--- src/rtl/bus_write.sv ---
// bus_write: write side of the shared 16-bit bus. Loads busOut into one
// architectural register per cycle, applies increment/clear micro-ops,
// generates a one-cycle DRAM write strobe and keeps the AC zero flag.
module bus_write #(
  parameter int DW = 16,
  parameter int BW = 8
) (
  input  logic          clk,
  input  logic          rst_n,
  input  logic [4:0]    write_en,
  input  logic [2:0]    inc_en,
  input  logic [2:0]    clr_en,
  input  logic [DW-1:0] busOut,
  output logic [BW-1:0] ir,
  output logic [BW-1:0] tr,
  output logic [BW-1:0] dr,
  output logic [BW-1:0] rn,
  output logic [BW-1:0] rp,
  output logic [BW-1:0] rc,
  output logic [BW-1:0] rr,
  output logic [BW-1:0] rcol1,
  output logic [BW-1:0] rcol2,
  output logic [DW-1:0] ra,
  output logic [DW-1:0] rb,
  output logic [DW-1:0] ro,
  output logic [DW-1:0] rt,
  output logic [DW-1:0] ac,
  output logic [BW-1:0] dram_wdata,
  output logic          dram_we,
  output logic          z
);

  // Destination codes, shared with the read-side bus select
  localparam logic [4:0] WR_IR    = 5'd1;
  localparam logic [4:0] WR_TR    = 5'd2;
  localparam logic [4:0] WR_DR    = 5'd3;
  localparam logic [4:0] WR_RA    = 5'd4;
  localparam logic [4:0] WR_RB    = 5'd5;
  localparam logic [4:0] WR_RO    = 5'd6;
  localparam logic [4:0] WR_RN    = 5'd7;
  localparam logic [4:0] WR_RP    = 5'd8;
  localparam logic [4:0] WR_RC    = 5'd9;
  localparam logic [4:0] WR_RR    = 5'd10;
  localparam logic [4:0] WR_RT    = 5'd11;
  localparam logic [4:0] WR_AC    = 5'd12;
  localparam logic [4:0] WR_DRAM  = 5'd13;
  localparam logic [4:0] WR_ACHI  = 5'd15;
  localparam logic [4:0] WR_RCOL1 = 5'd16;
  localparam logic [4:0] WR_RCOL2 = 5'd17;

  // Increment / clear select codes (7 is reserved and does nothing)
  localparam logic [2:0] SEL_RA = 3'd1;
  localparam logic [2:0] SEL_RB = 3'd2;
  localparam logic [2:0] SEL_RC = 3'd3;
  localparam logic [2:0] SEL_RR = 3'd4;
  localparam logic [2:0] SEL_RT = 3'd5;
  localparam logic [2:0] SEL_RP = 3'd6;

  localparam logic [DW-1:0] ONE_W = {{(DW-1){1'b0}}, 1'b1};
  localparam logic [BW-1:0] ONE_B = {{(BW-1){1'b0}}, 1'b1};

  logic [BW-1:0] r_ir, r_tr, r_dr, r_rn, r_rp, r_rc, r_rr, r_rcol1, r_rcol2;
  logic [DW-1:0] r_ra, r_rb, r_ro, r_rt, r_ac;
  logic [BW-1:0] r_dram_wdata;
  logic          r_dram_we;
  logic          r_z;

  logic [BW-1:0] w_byte;
  logic [DW-1:0] w_ac_hi;

  assign w_byte  = busOut[BW-1:0];
  // Upper-byte load keeps the current low byte of AC
  assign w_ac_hi = {busOut[BW-1:0], r_ac[DW-BW-1:0]};

  // Register file update; later assignments override earlier ones, which
  // gives write > clear > increment when they target the same register
  always_ff @(posedge clk or negedge rst_n) begin
    if (!rst_n) begin
      r_ir         <= '0;
      r_tr         <= '0;
      r_dr         <= '0;
      r_rn         <= '0;
      r_rp         <= '0;
      r_rc         <= '0;
      r_rr         <= '0;
      r_rcol1      <= '0;
      r_rcol2      <= '0;
      r_ra         <= '0;
      r_rb         <= '0;
      r_ro         <= '0;
      r_rt         <= '0;
      r_ac         <= '0;
      r_dram_wdata <= '0;
      r_dram_we    <= 1'b0;
      r_z          <= 1'b0;
    end else begin
      r_dram_we <= 1'b0;

      case (inc_en)
        SEL_RA:  r_ra <= r_ra + ONE_W;
        SEL_RB:  r_rb <= r_rb + ONE_W;
        SEL_RC:  r_rc <= r_rc + ONE_B;
        SEL_RR:  r_rr <= r_rr + ONE_B;
        SEL_RT:  r_rt <= r_rt + ONE_W;
        SEL_RP:  r_rp <= r_rp + ONE_B;
        default: ;
      endcase

      case (clr_en)
        SEL_RA:  r_ra <= '0;
        SEL_RB:  r_rb <= '0;
        SEL_RC:  r_rc <= '0;
        SEL_RR:  r_rr <= '0;
        SEL_RT:  r_rt <= '0;
        SEL_RP:  r_rp <= '0;
        default: ;
      endcase

      case (write_en)
        WR_IR:    r_ir    <= w_byte;
        WR_TR:    r_tr    <= w_byte;
        WR_DR:    r_dr    <= w_byte;
        WR_RA:    r_ra    <= busOut;
        WR_RB:    r_rb    <= busOut;
        WR_RO:    r_ro    <= busOut;
        WR_RN:    r_rn    <= w_byte;
        WR_RP:    r_rp    <= w_byte;
        WR_RC:    r_rc    <= w_byte;
        WR_RR:    r_rr    <= w_byte;
        WR_RT:    r_rt    <= busOut;
        WR_AC: begin
          r_ac <= busOut;
          r_z  <= (busOut == '0);
        end
        WR_DRAM: begin
          r_dram_wdata <= w_byte;
          r_dram_we    <= 1'b1;
        end
        WR_ACHI: begin
          r_ac <= w_ac_hi;
          r_z  <= (w_ac_hi == '0);
        end
        WR_RCOL1: r_rcol1 <= w_byte;
        WR_RCOL2: r_rcol2 <= w_byte;
        default:  ;
      endcase
    end
  end

  assign ir         = r_ir;
  assign tr         = r_tr;
  assign dr         = r_dr;
  assign rn         = r_rn;
  assign rp         = r_rp;
  assign rc         = r_rc;
  assign rr         = r_rr;
  assign rcol1      = r_rcol1;
  assign rcol2      = r_rcol2;
  assign ra         = r_ra;
  assign rb         = r_rb;
  assign ro         = r_ro;
  assign rt         = r_rt;
  assign ac         = r_ac;
  assign dram_wdata = r_dram_wdata;
  assign dram_we    = r_dram_we;
  assign z          = r_z;

endmodule

--- config.mk ---
export PLATFORM = sky130hd
export DESIGN_NAME = bus_write
export DESIGN_NICKNAME = d
export VERILOG_FILES = /design/src/rtl/bus_write.sv
export SDC_FILE = /design/constraint.sdc
export NUM_CORES = 1
export LEC_CHECK = 0
export CAP_MARGIN = 20
export CORE_MARGIN = 2
export CORE_UTILIZATION = 36
export DETAILED_ROUTE_END_ITERATION = 8
export SYNTH_ARGS = -nofsm -noshare
export SYNTH_HDL_FRONTEND = slang
export SYNTH_SLANG_ARGS = --single-unit
--- constraint.sdc ---
create_clock -name clk -period 1.9 [get_ports clk]
set_input_delay 0.285 -clock clk [delete_from_list [all_inputs] [get_ports clk]]
set_output_delay 0.285 -clock clk [all_outputs]
set_load 0.03 [all_outputs]
; ---- Yosys cells after proc, flatten, opt, wreduce, memory -nomap -nowiden
; Index checks and enable logic that the tools add are counted.
[word_totals]
input_bits = 29
reg_bits = 162
out_inout_bits = 162
wordCells = 84
[classes]
eq_ne = 28
add_sub_neg = 6
bitwise_logic = 1
mux = 21
reduce_logical = 10
[ops]
columns = cell, n
row1 = $mux W16, 9
row2 = $mux W8, 9
row3 = $add A16 B1 Y16 const B, 3
row4 = $eq A5 B4 Y1 const B, 7
row5 = $logic_not A16 Y1, 2
row6 = $pmux W16 S2, 1
row7 = $add A8 B1 Y8 const B, 3
row8 = $eq A5 B3 Y1 const B, 4
row9 = $eq A3 B3 Y1 const B, 6
row10 = $reduce_bool A3 Y1, 6
row11 = $eq A3 B2 Y1 const B, 4
row12 = $eq A5 B2 Y1 const B, 2
row13 = $eq A5 B5 Y1 const B, 2
row14 = $eq A3 B1 Y1 const B, 2
row15 = $eq A5 B1 Y1 const B, 1
row16 = $pmux W1 S2, 1
row17 = $reduce_and A2 Y1, 1
row18 = $reduce_bool A2 Y1, 1
row19 = $mux W1, 1
row20 = $not A1 Y1, 1

; ---- Depth between registers and ports, before layout
[depth]
word_depth = 4
mapped_depth = 7
ltp_nobuf = 6

; ---- Least setup slack after synthesis
; No wires, ideal clock.
[synth_path]
path_type = register -> register
from = reg r_rt[0], in the netlist rt[0]
to = reg r_rt[10], in the netlist rt[10]
stages_incl_launch_ff = 6
required_ns = 1.773
t_arrival_ns = 1.598
synth_period_minus_slack_ns = 1.725
setup_ns = 0.127
path_slack_ns = 0.175
path_buffers = 0
cell_sequence = dfrtp_1 > ha_1 > inv_1 > nor3_1 > a31o_2 > o2bb2a_1
[synth_via]
elab_chain_cells = 4
[synth_lines]
columns = element, line_no
row1 = start: declaration, 63  ; logic [DW-1:0] r_ra, r_rb, r_ro, r_rt, r_ac;
row2 = start signal: assignment, 104  ; SEL_RT: r_rt <= r_rt + ONE_W;
row3 = start signal: assignment, 130  ; WR_RT: r_rt <= busOut;
row4 = $add A16 B1 Y16, 104
row5 = $mux W16, 99  ; case (inc_en)
row6 = $mux W16, 109  ; case (clr_en)
row7 = $mux W16, 119  ; case (write_en)
; No other way between the ends. The select of a mux whose other input is x is not followed.
; A chain may end at the register's enable or synchronous reset.

; ---- Final worst setup path
[layout_path]
from = reg r_rb[9], in the netlist rb[9]
to = out rb[9]
[layout_lines]
columns = element, line_no
row1 = start: declaration, 63
row2 = start signal: assignment, 101  ; SEL_RB: r_rb <= r_rb + ONE_W;
row3 = start signal: assignment, 124  ; WR_RB: r_rb <= busOut;
row4 = end: declaration, 24  ; output logic [DW-1:0] rb,
; No word-level cell between the ends.

==> run_results.csv <==
group,metric,value,unit
routing,drc,0,
routing,via_per_inst,5.11,
yosys,syn_nets,738,
clocking,clk_latency,420,ps
timing,worst_pin_slew,609,ps
yosys,synthAdderAreaFrac,0.976,%
yosys,synth_warnings,0,
die,row_count,53,
yosys,synth_cell_type_count,51,
cells_and_area,final_cells,1260,
yosys,synthCells,703,
routing,drtIter0Drc,378,
pwr,vdd_drop_max,685,uV
critical_path,critPathSlowestCell,"clkdlybuf4s50_1",
routing,drt_wl_total,24.3,mm
timing,finalWorstSetupSlack,33.7,ps
die,core,21000,um2
critical_path,worst-path-buf-inv,1,
cells_and_area,n_fill_cell,1893,
place,numPortBuffers,190,
yosys,synth-seq-cells,162,
hold_path,hold_path.class,"primary input to asynchronous set/reset pin",
cells_and_area,final_core_util,53.3,%
timing,setup_viol,0,
pwr,power,12.0,mW
place,hpwlAfterDp,17.6,mm
clocking,post-cts-setup-buffers,0,
clocking,cts_root_buffer,"clkbuf_16",
global_routing,grt_pass1_wl,37.5,mm
timing,fmax,536,MHz
timing,whs,350,ps
yosys,synthArstFlopShare,100,%
yosys,synth-edff-count,0,
timing,finClkSkew,9.25,ps
timing,grt_setup_unrepaired,"false",
global_routing,overflow,0,
timing,slew_headroom,59.2,%
outcome,status,"complete, no violations",
cells_and_area,final_layout_size_suffix_gt1_share,22.8,%
cells_and_area,multi_input_area,3450,um2
timing,period_needed,1870,ps
yosys,synth_xor_area_share,6.38,%
yosys,yosys.area_share.simple,16.6,%
die,die-area,22600,um2
timing,finalHoldViolCount,0,
die,die_y,150,um
critical_path,required,1620,ps
cells_and_area,seqCellArea,4050,um2
timing,slew_violations,0,
global_routing,grt_pass1_vias,6413,
cells_and_area,fin_area,11200,um2
clocking,cts_max_level,4,
cells_and_area,num-nets-final,1007,
timing,post-route-period-util,98.2,%
yosys,syn_avg_cell_area,10.9,um2
timing,setup_tns,0,ps
clocking,clock_sinks,162,
global_routing,grt_max_degree,44,
critical_path,slowest_delay,710,ps
yosys,synth-compound-area-share,8.34,%
place,place_area,10600,um2
die,start_util,36.6,%
critical_path,cp_top_family,"buffers and inverters",
critical_path,cp-end-kind,"output port",
critical_path,arrival,1580,ps
routing,dr.pass1.iters,4,
pwr,p_per_area,1070,nW/um2
critical_path,path_cells,"clkdlybuf4s50_1",
clocking,clock_path_buffers,2,
routing,dr_total_vias,6437,
global_routing,antenna_found_initial,0,
critical_path,crit_path_start_kind,"register",
clocking,clk_pin_slew,70,ps
cells_and_area,syn_to_final_growth,45.6,%
place,post-place-cells,1227,
routing,ant_nets,0,
clocking,numCtsBuffers,17,
die,die-width,150,um
place,place_congestion,0.834,
routing,detail_route.wl_per_cell,19.3,um
yosys,yosysSeqAreaShare,52.7,%
global_routing,grt_use_total,22.0,%
place,place_worst_setup_slack,-278,ps
job,maxCapViolations,0,
cells_and_area,antenna_cells,0,
yosys,syn_area,7690,um2
yosys,synth_top_family_by_area,"simple AND/OR/NAND/NOR gates",
yosys,muxShareOfSynthArea,12.5,%
clocking,cts_tree,"done",
die,ioPinCount,191,
critical_path,path_max_fanout,5,
pwr,leakage,4.97,nW
yosys,synth_top_flop_cell,"dfrtp_1",
critical_path,crit_type,"register to output port",
repair_timing:
item                                    in CTS  in global routing
hold endpoints to repair                    39                  0
gates resized for setup                      3                 15
endpoints found under the setup margin       3                 15
hold buffers                                 1                  0
pin swaps                                    0                  0
path summary, 6_finish.rpt:
kind                       cells after the start  slack [ps]                         to         startpoint
min in group clk                               2         500          ac[9]$_DFFE_PN0P_  ac[9]$_DFFE_PN0P_
max in group asynchronous                      3         940          ro[9]$_DFFE_PN0N_              rst_n
max reg2reg                                    6         320         rt[10]$_DFFE_PN0P_  rt[0]$_DFFE_PN0P_
min reg2reg                                    2         500          ac[9]$_DFFE_PN0P_  ac[9]$_DFFE_PN0P_
min                                            2         350  dram_wdata[2]$_DFFE_PN0P_              rst_n
max                                            1          30                      rb[9]  rb[9]$_DFFE_PN0P_
Yosys cell counts, types with 4 or more instances:
| library cell | n | area [um2] |
|---|---|---|
| or2_2 | 4 | 25.0 |
| o21ai_0 | 55 | 275 |
| ha_1 | 6 | 75.1 |
| nor3b_1 | 5 | 37.5 |
| nor2_4 | 4 | 45.0 |
| mux2i_1 | 5 | 50.1 |
| and4_1 | 6 | 52.6 |
| xor2_1 | 39 | 342 |
| buf_4 | 4 | 30.0 |
| clkbuf_1 | 16 | 60.1 |
| a22oi_1 | 8 | 60.1 |
| buf_2 | 11 | 55.1 |
| o31ai_1 | 7 | 52.6 |
| nor4_1 | 7 | 43.8 |
| inv_1 | 5 | 18.8 |
| a22o_1 | 4 | 35.0 |
| a21oi_1 | 10 | 50.1 |
| mux2_2 | 81 | 912 |
| a2bb2oi_1 | 5 | 43.8 |
| and3_1 | 15 | 93.8 |
| nor3_1 | 10 | 50.1 |
| nand3_1 | 27 | 135 |
| nand2_1 | 110 | 413 |
| nor2_1 | 21 | 78.8 |
| dfrtp_1 | 162 | 4050 |
| nand4_1 | 17 | 106 |
| xnor2_1 | 17 | 149 |
logic make-up after synthesis:
family	Yosys count
AND/OR/NAND/NOR	250
flip-flops	162
AO/OA/AOI/OAI	104
multiplexers	86
XOR/XNOR	56
buffers and inverters	39
adder cells (fa/ha/maj)	6
cell usage in the layout (no fill, tap or decap), types with 3 or more instances in the layout:
cell,n
dlymetal6s2s_1,15
o21ai_0,55
mux2_2,81
and2_1,3
nand2b_1,3
nor4_1,7
nand3b_1,3
inv_1,5
a2bb2oi_1,5
and3_1,15
a31o_2,3
and3b_1,3
a22o_1,4
dlygate4sd2_1,3
nor2_4,4
nor3_1,10
clkinvlp_4,4
inv_6,5
mux2i_1,5
nor3b_1,5
clkbuf_16,17
o31ai_1,7
a31oi_1,3
buf_4,84
clkdlybuf4s50_1,171
nor2_1,21
xor2_1,39
xnor2_1,17
nand3_1,27
or2_2,4
ha_1,6
dfrtp_1,162
a21oi_1,10
nand4_1,17
nand2_1,110
and4_1,6
o2bb2a_1,3
a22oi_1,8
buf_12,9
state kept, by name (all words and copies together), names as in the netlist, 16 cells and up:
signal,cells
ac,16
ro,16
ra,16
rt,16
rb,16
layout make-up:
type | count | share of cell area [%]
Multi-Input combinational cell | 502 | 30.8
Clock inverter | 14 | 1.28
Clock buffer | 18 | 3.83
Tap cell | 275 | 3.07
Inverter | 5 | 0.168
Sequential cell | 162 | 36.2
Timing Repair Buffer | 284 | 24.6
per-layer routing:
metal / global-route usage, % / routed length, um
met5: 0 / 0
met4: 5.24 / 259
met3: 6.82 / 1990
met2: 34.1 / 11100
met1: 30.4 / 11000
power breakdown:
| group | internal (mW) | switching [mW] | leakage [nW] |
|---|---|---|---|
| sequential | 4.09 | 0.559 | 2.08 |
| combinational | 1.73 | 2.19 | 2.62 |
| clock | 1.85 | 1.56 | 0.268 |
| total | 7.66 | 4.30 | 4.97 |
Power figures use the tool's default switching activity.
